===== src/rtl/instruction_encoder_if.sv =====
// ---------------------------------------------------------------------------
// instruction_encoder_if
//   Groups the two streaming sides of the instruction encoder:
//     - field-set handshake: in_valid / in_ready plus fmt, op_code, A_index,
//       ext_op_code, B_index and immediate
//     - instruction-memory write port: mem_we, mem_addr, mem_wdata, mem_ready
//   Modports:
//     master : the environment (program loader and instruction memory)
//     slave  : the encoder itself
// ---------------------------------------------------------------------------
interface instruction_encoder_if #(
    parameter int WIDTH            = 16,
    parameter int REG_BITS         = 4,
    parameter int OP_CODE_BITS     = 4,
    parameter int EXT_OP_CODE_BITS = 4,
    parameter int ADDR_BITS        = 8
);
    logic                        in_valid;
    logic                        in_ready;
    logic                        fmt;
    logic [OP_CODE_BITS-1:0]     op_code;
    logic [REG_BITS-1:0]         A_index;
    logic [EXT_OP_CODE_BITS-1:0] ext_op_code;
    logic [REG_BITS-1:0]         B_index;
    logic [7:0]                  immediate;
    logic                        mem_we;
    logic [ADDR_BITS-1:0]        mem_addr;
    logic [WIDTH-1:0]            mem_wdata;
    logic                        mem_ready;

    modport master (
        output in_valid, fmt, op_code, A_index, ext_op_code, B_index, immediate, mem_ready,
        input  in_ready, mem_we, mem_addr, mem_wdata
    );

    modport slave (
        input  in_valid, fmt, op_code, A_index, ext_op_code, B_index, immediate, mem_ready,
        output in_ready, mem_we, mem_addr, mem_wdata
    );
endinterface


===== src/rtl/instruction_encoder.sv =====
// ---------------------------------------------------------------------------
// instruction_encoder
//   Packs instruction fields into WIDTH-bit words and streams them into the
//   instruction memory at consecutive addresses, buffering up to FIFO_DEPTH
//   words to absorb memory backpressure.
//     fmt=0 : {op_code, A_index, ext_op_code, B_index}
//     fmt=1 : {op_code, A_index, immediate}
//   Ports:
//     clk, rst_n   : clock, asynchronous active-low reset
//     bus (slave)  : field-set handshake and memory write port
//     load_addr    : one-cycle pulse, loads start_addr into the write pointer
//     start_addr   : new write pointer value
//     wrapped      : sticky, write pointer rolled over from all-ones to 0
//     count        : number of buffered words
//   Optional feature macro: INSTR_ENC_WRAP_STOP_EN
//     When defined, the encoder stalls (in_ready=0, mem_we=0) once wrapped is
//     set, until the next load_addr pulse.
// ---------------------------------------------------------------------------
module instruction_encoder #(
    parameter int WIDTH            = 16,
    parameter int REG_BITS         = 4,
    parameter int OP_CODE_BITS     = 4,
    parameter int EXT_OP_CODE_BITS = 4,
    parameter int ADDR_BITS        = 8,
    parameter int FIFO_DEPTH       = 4
) (
    input  logic                          clk,
    input  logic                          rst_n,
    instruction_encoder_if.slave          bus,
    input  logic                          load_addr,
    input  logic [ADDR_BITS-1:0]          start_addr,
    output logic                          wrapped,
    output logic [$clog2(FIFO_DEPTH):0]   count
);
    localparam int PTR_BITS = $clog2(FIFO_DEPTH);
    localparam logic [PTR_BITS:0]    FULL_COUNT = (PTR_BITS+1)'(FIFO_DEPTH);
    localparam logic [PTR_BITS:0]    CNT_ONE    = (PTR_BITS+1)'(1);
    localparam logic [PTR_BITS:0]    CNT_ZERO   = (PTR_BITS+1)'(0);
    localparam logic [PTR_BITS-1:0]  PTR_ONE    = PTR_BITS'(1);
    localparam logic [ADDR_BITS-1:0] ADDR_ONE   = ADDR_BITS'(1);
    localparam logic [ADDR_BITS-1:0] ADDR_ONES  = {ADDR_BITS{1'b1}};

    typedef enum logic [0:0] {
        ST_IDLE  = 1'b0,
        ST_WRITE = 1'b1
    } state_t;

    state_t                  state_r;
    state_t                  state_nxt_s;
    logic [WIDTH-1:0]        fifo_mem_r [FIFO_DEPTH];
    logic [PTR_BITS-1:0]     rd_ptr_r;
    logic [PTR_BITS-1:0]     wr_ptr_r;
    logic [PTR_BITS:0]       count_r;
    logic [PTR_BITS:0]       count_nxt_s;
    logic [ADDR_BITS-1:0]    addr_r;
    logic                    wrapped_r;
    logic                    stall_s;
    logic                    push_s;
    logic                    pop_s;
    logic [WIDTH-1:0]        word_s;

    // Field packing; op and A always occupy the top bits, the low byte
    // carries either ext/B or the immediate.
    function automatic logic [WIDTH-1:0] encode_word(
        input logic                        f_fmt,
        input logic [OP_CODE_BITS-1:0]     f_op,
        input logic [REG_BITS-1:0]         f_a,
        input logic [EXT_OP_CODE_BITS-1:0] f_ext,
        input logic [REG_BITS-1:0]         f_b,
        input logic [7:0]                  f_imm
    );
        logic [WIDTH-1:0] w;
        if (f_fmt) begin
            w = {f_op, f_a, f_imm};
        end else begin
            w = {f_op, f_a, f_ext, f_b};
        end
        return w;
    endfunction

`ifdef INSTR_ENC_WRAP_STOP_EN
    assign stall_s = wrapped_r;
`else
    assign stall_s = 1'b0;
`endif

    assign word_s = encode_word(bus.fmt, bus.op_code, bus.A_index,
                                bus.ext_op_code, bus.B_index, bus.immediate);

    // Outputs depend on registered state only; mem_ready and in_valid reach
    // nothing but the internal push/pop strobes.
    assign bus.in_ready  = (count_r < FULL_COUNT) && !stall_s;
    assign bus.mem_we    = (state_r == ST_WRITE) && !stall_s;
    assign bus.mem_wdata = (state_r == ST_WRITE) ? fifo_mem_r[rd_ptr_r] : {WIDTH{1'b0}};
    assign bus.mem_addr  = addr_r;
    assign wrapped       = wrapped_r;
    assign count         = count_r;

    assign push_s = bus.in_valid && bus.in_ready;
    assign pop_s  = bus.mem_we && bus.mem_ready;

    // Next buffered-word count from the push/pop strobes.
    always_comb begin
        count_nxt_s = count_r;
        case ({push_s, pop_s})
            2'b10:   count_nxt_s = count_r + CNT_ONE;
            2'b01:   count_nxt_s = count_r - CNT_ONE;
            default: count_nxt_s = count_r;
        endcase
    end

    // FSM next state: WRITE whenever words will be buffered after this edge,
    // so an accepted word shows up on the memory port in the very next cycle.
    always_comb begin
        state_nxt_s = state_r;
        case (state_r)
            ST_IDLE: begin
                if (count_nxt_s != CNT_ZERO) begin
                    state_nxt_s = ST_WRITE;
                end else begin
                    state_nxt_s = ST_IDLE;
                end
            end
            ST_WRITE: begin
                if (count_nxt_s == CNT_ZERO) begin
                    state_nxt_s = ST_IDLE;
                end else begin
                    state_nxt_s = ST_WRITE;
                end
            end
            default: state_nxt_s = ST_IDLE;
        endcase
    end

    // FSM state register.
    always_ff @(posedge clk or negedge rst_n) begin
        if (!rst_n) begin
            state_r <= ST_IDLE;
        end else begin
            state_r <= state_nxt_s;
        end
    end

    // FIFO pointers and occupancy.
    always_ff @(posedge clk or negedge rst_n) begin
        if (!rst_n) begin
            rd_ptr_r <= {PTR_BITS{1'b0}};
            wr_ptr_r <= {PTR_BITS{1'b0}};
            count_r  <= CNT_ZERO;
        end else begin
            if (push_s) begin
                wr_ptr_r <= wr_ptr_r + PTR_ONE;
            end
            if (pop_s) begin
                rd_ptr_r <= rd_ptr_r + PTR_ONE;
            end
            count_r <= count_nxt_s;
        end
    end

    // FIFO storage; cleared on reset so no stale word is ever observable.
    always_ff @(posedge clk or negedge rst_n) begin
        if (!rst_n) begin
            for (int i = 0; i < FIFO_DEPTH; i++) begin
                fifo_mem_r[i] <= {WIDTH{1'b0}};
            end
        end else if (push_s) begin
            fifo_mem_r[wr_ptr_r] <= word_s;
        end
    end

    // Write pointer and sticky wrap flag; load_addr overrides an increment.
    always_ff @(posedge clk or negedge rst_n) begin
        if (!rst_n) begin
            addr_r    <= {ADDR_BITS{1'b0}};
            wrapped_r <= 1'b0;
        end else if (load_addr) begin
            addr_r    <= start_addr;
            wrapped_r <= 1'b0;
        end else if (pop_s) begin
            addr_r <= addr_r + ADDR_ONE;
            if (addr_r == ADDR_ONES) begin
                wrapped_r <= 1'b1;
            end
        end
    end
endmodule

===== src/flat_wrapper.sv =====
// flat-port wrapper written by rule: the top's interface ports become plain ports
module instruction_encoder_flat 
#(
    parameter int WIDTH            = 16,
    parameter int REG_BITS         = 4,
    parameter int OP_CODE_BITS     = 4,
    parameter int EXT_OP_CODE_BITS = 4,
    parameter int ADDR_BITS        = 8,
    parameter int FIFO_DEPTH       = 4
)
  (clk, rst_n, load_addr, start_addr, wrapped, count, bus_in_valid, bus_fmt, bus_op_code, bus_A_index, bus_ext_op_code, bus_B_index, bus_immediate, bus_mem_ready, bus_in_ready, bus_mem_we, bus_mem_addr, bus_mem_wdata);
  instruction_encoder_if #(.WIDTH(WIDTH), .REG_BITS(REG_BITS), .OP_CODE_BITS(OP_CODE_BITS), .EXT_OP_CODE_BITS(EXT_OP_CODE_BITS), .ADDR_BITS(ADDR_BITS)) bus_i ();
  input  logic clk;
  input  logic rst_n;
  input  logic load_addr;
  input  logic [ADDR_BITS-1:0] start_addr;
  output logic wrapped;
  output logic [$clog2(FIFO_DEPTH):0] count;
  input wire logic [$bits(bus_i.in_valid)-1:0] bus_in_valid;
  input wire logic [$bits(bus_i.fmt)-1:0] bus_fmt;
  input wire logic [$bits(bus_i.op_code)-1:0] bus_op_code;
  input wire logic [$bits(bus_i.A_index)-1:0] bus_A_index;
  input wire logic [$bits(bus_i.ext_op_code)-1:0] bus_ext_op_code;
  input wire logic [$bits(bus_i.B_index)-1:0] bus_B_index;
  input wire logic [$bits(bus_i.immediate)-1:0] bus_immediate;
  input wire logic [$bits(bus_i.mem_ready)-1:0] bus_mem_ready;
  output wire logic [$bits(bus_i.in_ready)-1:0] bus_in_ready;
  output wire logic [$bits(bus_i.mem_we)-1:0] bus_mem_we;
  output wire logic [$bits(bus_i.mem_addr)-1:0] bus_mem_addr;
  output wire logic [$bits(bus_i.mem_wdata)-1:0] bus_mem_wdata;
  assign bus_i.in_valid = bus_in_valid;
  assign bus_i.fmt = bus_fmt;
  assign bus_i.op_code = bus_op_code;
  assign bus_i.A_index = bus_A_index;
  assign bus_i.ext_op_code = bus_ext_op_code;
  assign bus_i.B_index = bus_B_index;
  assign bus_i.immediate = bus_immediate;
  assign bus_i.mem_ready = bus_mem_ready;
  assign bus_in_ready = bus_i.in_ready;
  assign bus_mem_we = bus_i.mem_we;
  assign bus_mem_addr = bus_i.mem_addr;
  assign bus_mem_wdata = bus_i.mem_wdata;
  instruction_encoder #(.WIDTH(WIDTH), .REG_BITS(REG_BITS), .OP_CODE_BITS(OP_CODE_BITS), .EXT_OP_CODE_BITS(EXT_OP_CODE_BITS), .ADDR_BITS(ADDR_BITS), .FIFO_DEPTH(FIFO_DEPTH)) u_core (.clk(clk), .rst_n(rst_n), .bus(bus_i), .load_addr(load_addr), .start_addr(start_addr), .wrapped(wrapped), .count(count));
endmodule

===== config.mk =====
export PLATFORM = sky130hd
export DESIGN_NAME = instruction_encoder_flat
export DESIGN_NICKNAME = d
export VERILOG_FILES = /design/src/rtl/instruction_encoder_if.sv /design/src/rtl/instruction_encoder.sv /design/src/flat_wrapper.sv
export SDC_FILE = /design/constraint.sdc
export NUM_CORES = 1
export LEC_CHECK = 0
export BUFFER_PORTS_ARGS = -buffer_cell sky130_fd_sc_hd__buf_2
export CORE_MARGIN = 2
export CORE_UTILIZATION = 56
export CTS_CLUSTER_DIAMETER = 150
export CTS_CLUSTER_SIZE = 14
export DETAILED_ROUTE_END_ITERATION = 8
export MAX_ROUTING_LAYER = met4
export PLACE_DENSITY = 0.9
export SYNTH_ARGS = -nofsm -noshare
export SYNTH_HDL_FRONTEND = slang
export SYNTH_SLANG_ARGS = --single-unit

===== constraint.sdc =====
create_clock -name clk -period 2.4 [get_ports clk]
set_clock_uncertainty 0.15 [all_clocks]
set_input_delay 0.48 -clock clk [delete_from_list [all_inputs] [get_ports clk]]
set_output_delay 0.48 -clock clk [all_outputs]
set_load 0.03 [all_outputs]

# == Word-level counts from Yosys, hierarchy flattened ==
# Index checks and enable logic that the tools add are counted.
# op_classes
mux,17
order_cmp,4
addsub,5
eq_ne,3
reduce_logical,8
bitwise,3
# ops
op,n
64-bit bitwise mux,1
16-bit two-way mux,4
16-bit binary-select mux with 2-bit select,1
16-bit demux with 2-bit select,1
8-bit two-way mux,3
8-bit by 1-bit adder with 8-bit output (second input constant),1
8-bit equality test (second input constant),1
3-bit greater-or-equal comparator (second input constant),2
2-bit inverter with 3-bit output,2
3-bit case mux with 2 select lines,1
1-bit two-way mux,5
2-bit by 1-bit adder with 2-bit output (second input constant),2
2-bit nonzero test,2
3-bit by 1-bit adder with 3-bit output (second input constant),1
1-bit logical AND,3
3-bit logical NOT,1
3-bit by 1-bit < comparator with 1-bit output (second input constant),1
3-bit < comparator (second input constant),1
3-bit nonzero test,1
3-bit by 1-bit subtractor with 3-bit output (second input constant),1
2-bit by 1-bit equality test with 1-bit output (second input constant),1
2-bit equality test (second input constant),1
1-bit case mux with 2 select lines,1
2-bit AND reduction,1
1-bit inverter,1
# totals
regBits,81
wordCells,50
in_bits,38
output_inout_bits,30

# == Logic depth before layout (Yosys ltp) ==
# depth
depth_word,7
ltp_mapped,9
mapped_depth_nobuf,8

# == Worst setup path before layout ==
# No wires, ideal clock.
# synth_timing
path_type,register to register
startpoint,"register u_core.count_r[2], in the netlist u_core.count[2]"
endpoint,"register u_core.state_r, in the netlist u_core.bus.mem_we"
setup_ps,73
period_less_slack_ps,2342
arrival_time_ps,2119
setup_slack_ps,58
required_ps,2177
path_stages_with_launch,9
n_path_buf,0
path_cell_list,dfrtp_1 > inv_1 > nand2_1 > ha_1 > inv_1 > fa_1 > xor2_1 > or3_1 > nand4bb_1
# synth_via
elab_chain_len,7
elab_cells_between_ends,12
classes_between,add/sub: 2; order compare: 1; eq/ne: 2; mux: 4; reduce/logical: 3
# synth_lines
element,line_no,source
from (decl),instruction_encoder.sv:53,logic [PTR_BITS:0] count_r;
from (signal assigned),instruction_encoder.sv:157,count_r <= count_nxt_s;
3-bit < comparator (*),instruction_encoder.sv:92,assign bus.in_ready = (count_r < FULL_COUNT) && !stall_s;
via bus_in_ready,flat_wrapper.sv:27,output wire logic [$bits(bus_i.in_ready)-1:0] bus_in_ready;
1-bit logical AND (*),instruction_encoder.sv:99,assign push_s = bus.in_valid && bus.in_ready;
2-bit by 1-bit equality test with 1-bit output / 2-bit equality test (equally long branches),instruction_encoder.sv:105,"case ({push_s, pop_s})"
3-bit case mux with 2 select lines (*),instruction_encoder.sv:105,
3-bit logical NOT / 3-bit nonzero test (equally long branches),"instruction_encoder.sv:125, instruction_encoder.sv:118",
1-bit two-way mux (on tied branches),"instruction_encoder.sv:125, instruction_encoder.sv:118",
1-bit case mux with 2 select lines (*),instruction_encoder.sv:116,case (state_r)
via u_core.state_nxt_s,instruction_encoder.sv:49,state_t state_nxt_s;
to (signal assigned),instruction_encoder.sv:140,state_r <= state_nxt_s;
to (decl),instruction_encoder.sv:48,state_t state_r;
# Mark *: on every way through the listed nets, which the timed path passes. The rest lies on a longest branch.
# A chain may end at the register's enable or synchronous reset.

# == Worst setup path after layout ==
# layout_timing
startpoint,register u_core.rd_ptr_r[0]
endpoint,output bus_mem_wdata[11]
# layout_via
elab_chain_len,5
# layout_lines
element,line_no,source
from (decl),instruction_encoder.sv:51,logic [PTR_BITS-1:0] rd_ptr_r;
from (signal assigned),instruction_encoder.sv:147,rd_ptr_r <= {PTR_BITS{1'b0}};
from (signal assigned),instruction_encoder.sv:155,rd_ptr_r <= rd_ptr_r + PTR_ONE;
2-bit inverter with 3-bit output (implied by the code),instruction_encoder.sv:94,assign bus.mem_wdata = (state_r == ST_WRITE) ? fifo_mem_r[rd_ptr_r] : {WIDTH{1'b0}};
16-bit binary-select mux with 2-bit select,instruction_encoder.sv:94,
16-bit two-way mux (implied by the code) (2 in series),instruction_encoder.sv:94,
16-bit two-way mux,instruction_encoder.sv:94,
to (decl),flat_wrapper.sv:30,output wire logic [$bits(bus_i.mem_wdata)-1:0] bus_mem_wdata;
# Every way passes these cells. The select of a mux whose other input is x is not followed.

==> results_dict.tcl <==
set metrics [dict create \
    status "finished with violations" \
    cts_buffer_depth 2 \
    route.vias.total 2640 \
    drc 0 \
    synth_area_per_cell_sq_um 12.42 \
    fmax_mhz 415.8 \
    synth_area_sq_um 3800 \
    path_delay_family "multiplexers" \
    cts_made_buffers 9 \
    drv_cap 0 \
    critPathKind "reg -> out" \
    crit_fanout 8 \
    hold_class "in -> reg" \
    initial_utilization_pct 56.87 \
    pin_count 68 \
    grt_max_degree 46 \
    finalWorstSetupSlack_ns -0.005270 \
    timing.final.crit_period_ns 2.405 \
    finalCritPeriodShare_pct 100.2 \
    final_common_cell "dfrtp_1" \
    core_area_sq_um 6681 \
    violations "negative setup slack" \
    critPathMaxStageDelay_ns 0.51 \
    final_util_pct 69.53 \
    post_drt_wl_per_cell_microns 17.14 \
    final_area_sq_um 4646 \
    critPathBufInv 2 \
    postRouteAntennaNets 0 \
    wirelength_microns 7989 \
    rows 30 \
    grt_pass1_wl_microns 12650 \
    antenna_found_initial 0 \
    crit_chain "buf_12, mux4_2, and2_4, buf_6" \
    portBuffers 67 \
    cts.sinks 81 \
    syn_inst 306 \
    ir_drop_v 0.001183 \
    cp.required_ns 1.77 \
    grt_pass1_vias 2640 \
    end_kind "output pin" \
    die_w_microns 86.38 \
    hold_start "start_addr[1]" \
    dp_hpwl_microns 5356 \
    place_congestion 0.7559 \
    yosys_warnings 0 \
    drtPass1Iterations 5 \
    grt_util_all_layers_pct 22.95 \
    crit_arrival_ns 1.78 \
    layout.nets 427 \
    tritoncts "built" \
    worstReg2RegStart "u_core.count[2]" \
    clk_pin_slew_ns 0.08 \
    slew_headroom_pct 60.85 \
    synth_seq_area_share_pct 53.34 \
    yosysUniqueCellTypes 34 \
    ys_ff_latch 81 \
    drv_slew 0 \
    placed_cell_area_sq_um 4260 \
    synth_nets 351 \
    htreeDepth 3 \
    via_per_inst 5.665 \
    setup_viol 3 \
    startpoint "u_core.rd_ptr_r[0]" \
    synth_top_area_share_pct 53.34 \
    overflow 0 \
    dieArea_sq_um 7461 \
    drt-initial-drc-count 192 \
    drive_above_1_share_pct 41.97 \
    syn_to_final_growth_pct 22.26 \
    cp_slowest_cell "mux4_2" \
    diodes 0 \
    die_y_microns 86.38 \
    p_per_area_nw_per_um2 1475 \
    num-fill-cells 457 \
    cp-start-kind "flop" \
    leakagePower_nw 2.189 \
    final_cell_mix "dfrtp_1, buf_2, nand2_1" \
    hold_violations 0 \
    ctsRootBufferMaster "clkbuf_8" \
    synth_area_leaders "dfrtp_1, mux2_2, mux4_2" \
    clk-insertion-delay-late_ns 0.35 \
    yosysTopAreaCell "dfrtp_1" \
    total_power_w 0.006854 \
    grt_setup_unrepaired "true" \
    worst_pin_slew_ns 0.5855 \
]
==> worst reg2reg max path, stage by stage (launching register included) <==
cell and delay (ns):
dfrtp_1 0.45, inv_1 0.09, nand2_1 0.13, ha_1 0.20, inv_1 0.06, fa_1 0.38
xor2_1 0.16, or3_1 0.34, nand4bb_1 0.11
==> worst paths after layout <==
check	to	slack (ns)	cells past startpoint
worst max-delay path	bus_mem_wdata[11]	-0.005	4
worst min-delay path	u_core.bus.mem_addr[1]	0.18	3
worst max register to register	u_core.bus.mem_we	0.27	8
worst min register to register	u_core.fifo_mem_r[2]	0.33	2
max in group asynchronous	u_core.fifo_mem_r[11]	1.01	3
min in group asynchronous	u_core.bus.mem_addr[6]	0.48	2
==> timing repair <==
action | 4_1_cts | 5_1_grt
endpoints found under the setup margin | 16 | 16
hold endpoints to repair | 36 | 0
setup buffers | 0 | 1
cloned | 0 | 1
resized for setup | 33 | 26
hold buffers | 1 | 0
==> power breakdown <==
group / switching (W) / internal [W] / total [W]
combinational: 0.00165 / 0.00190 / 0.00356
clock: 0.000478 / 0.000471 / 0.000949
sequential: 0.000379 / 0.00197 / 0.00235
==> sequential cells by signal, indices dropped and copies added (netlist names) <==
signal,cells
u_core.fifo_mem_r,64
u_core.bus.mem_addr,8
u_core.count,3
u_core.rd_ptr_r,2
u_core.wr_ptr_r,2
u_core.bus.mem_we,1
u_core.wrapped,1
==> synth_stat cells <==
cell        n
o21a_1      1
fa_1        1
o311a_1     1
o211ai_1    3
inv_1      10
xor2_1      2
o31ai_1     1
mux4_2     16
mux2i_1    10
o21ai_0    35
and2_1     16
nor4_1      1
or3_1       1
nand2_1    43
or4_1       4
buf_2       7
xnor2_1     5
clkbuf_2    1
mux2_2     33
o21ai_1     1
nand3_1     6
nand4_2     1
a221o_1     1
nor3_1      1
nand3_2     1
ha_1        6
clkbuf_1    6
buf_6       2
a31oi_1     1
dfrtp_1    81
nand4bb_1   1
buf_4       1
nand3b_1    4
nor2_1      2
==> layout make-up <==
class | count | area, sq um | area share [%]
clock buffer | 11 | 131.4 | 2.828
clock inverter | 4 | 45.04 | 0.9696
inverter | 10 | 37.54 | 0.8080
multi-input combinational | 198 | 1683 | 36.22
sequential | 81 | 2028 | 43.66
tap | 80 | 100.1 | 2.155
timing repair buffer | 82 | 620.6 | 13.36
==> cell families after synthesis <==
kind of cell | share of synthesized area (%)
simple gates | 10.80
flops | 53.34
mux | 21.90
compound gates | 6.421
buf+inv | 3.424
xor+xnor | 1.613
fa+ha+maj | 2.502
==> through the flow <==
stage          cells  hold slack, ns  setup WS [ns]   TNS [ns]
2_1_floorplan    306         0.03441        0.05824          0
3_3_place_gp     448          0.3066         0.2739          0
3_5_place_dp     448          0.3159         0.2006          0
4_1_cts          464          0.1723       -0.02601    -0.1066
5_1_grt          466          0.1794       -0.05546    -0.3875
6_report         466          0.1812      -0.005270  -0.008341
==> routing by layer <==
metal  track usage [%]  vias to the layer above  part of all wire, %
met5                 -                        -                    0
met1             29.14                     1341                   41
met2             36.50                       62                   54
li1                  -                     1226                    -
met3             3.810                       11                  3.5
met4             10.51                        0                  1.8
No activity file was read; power rests on OpenSTA's default activity.
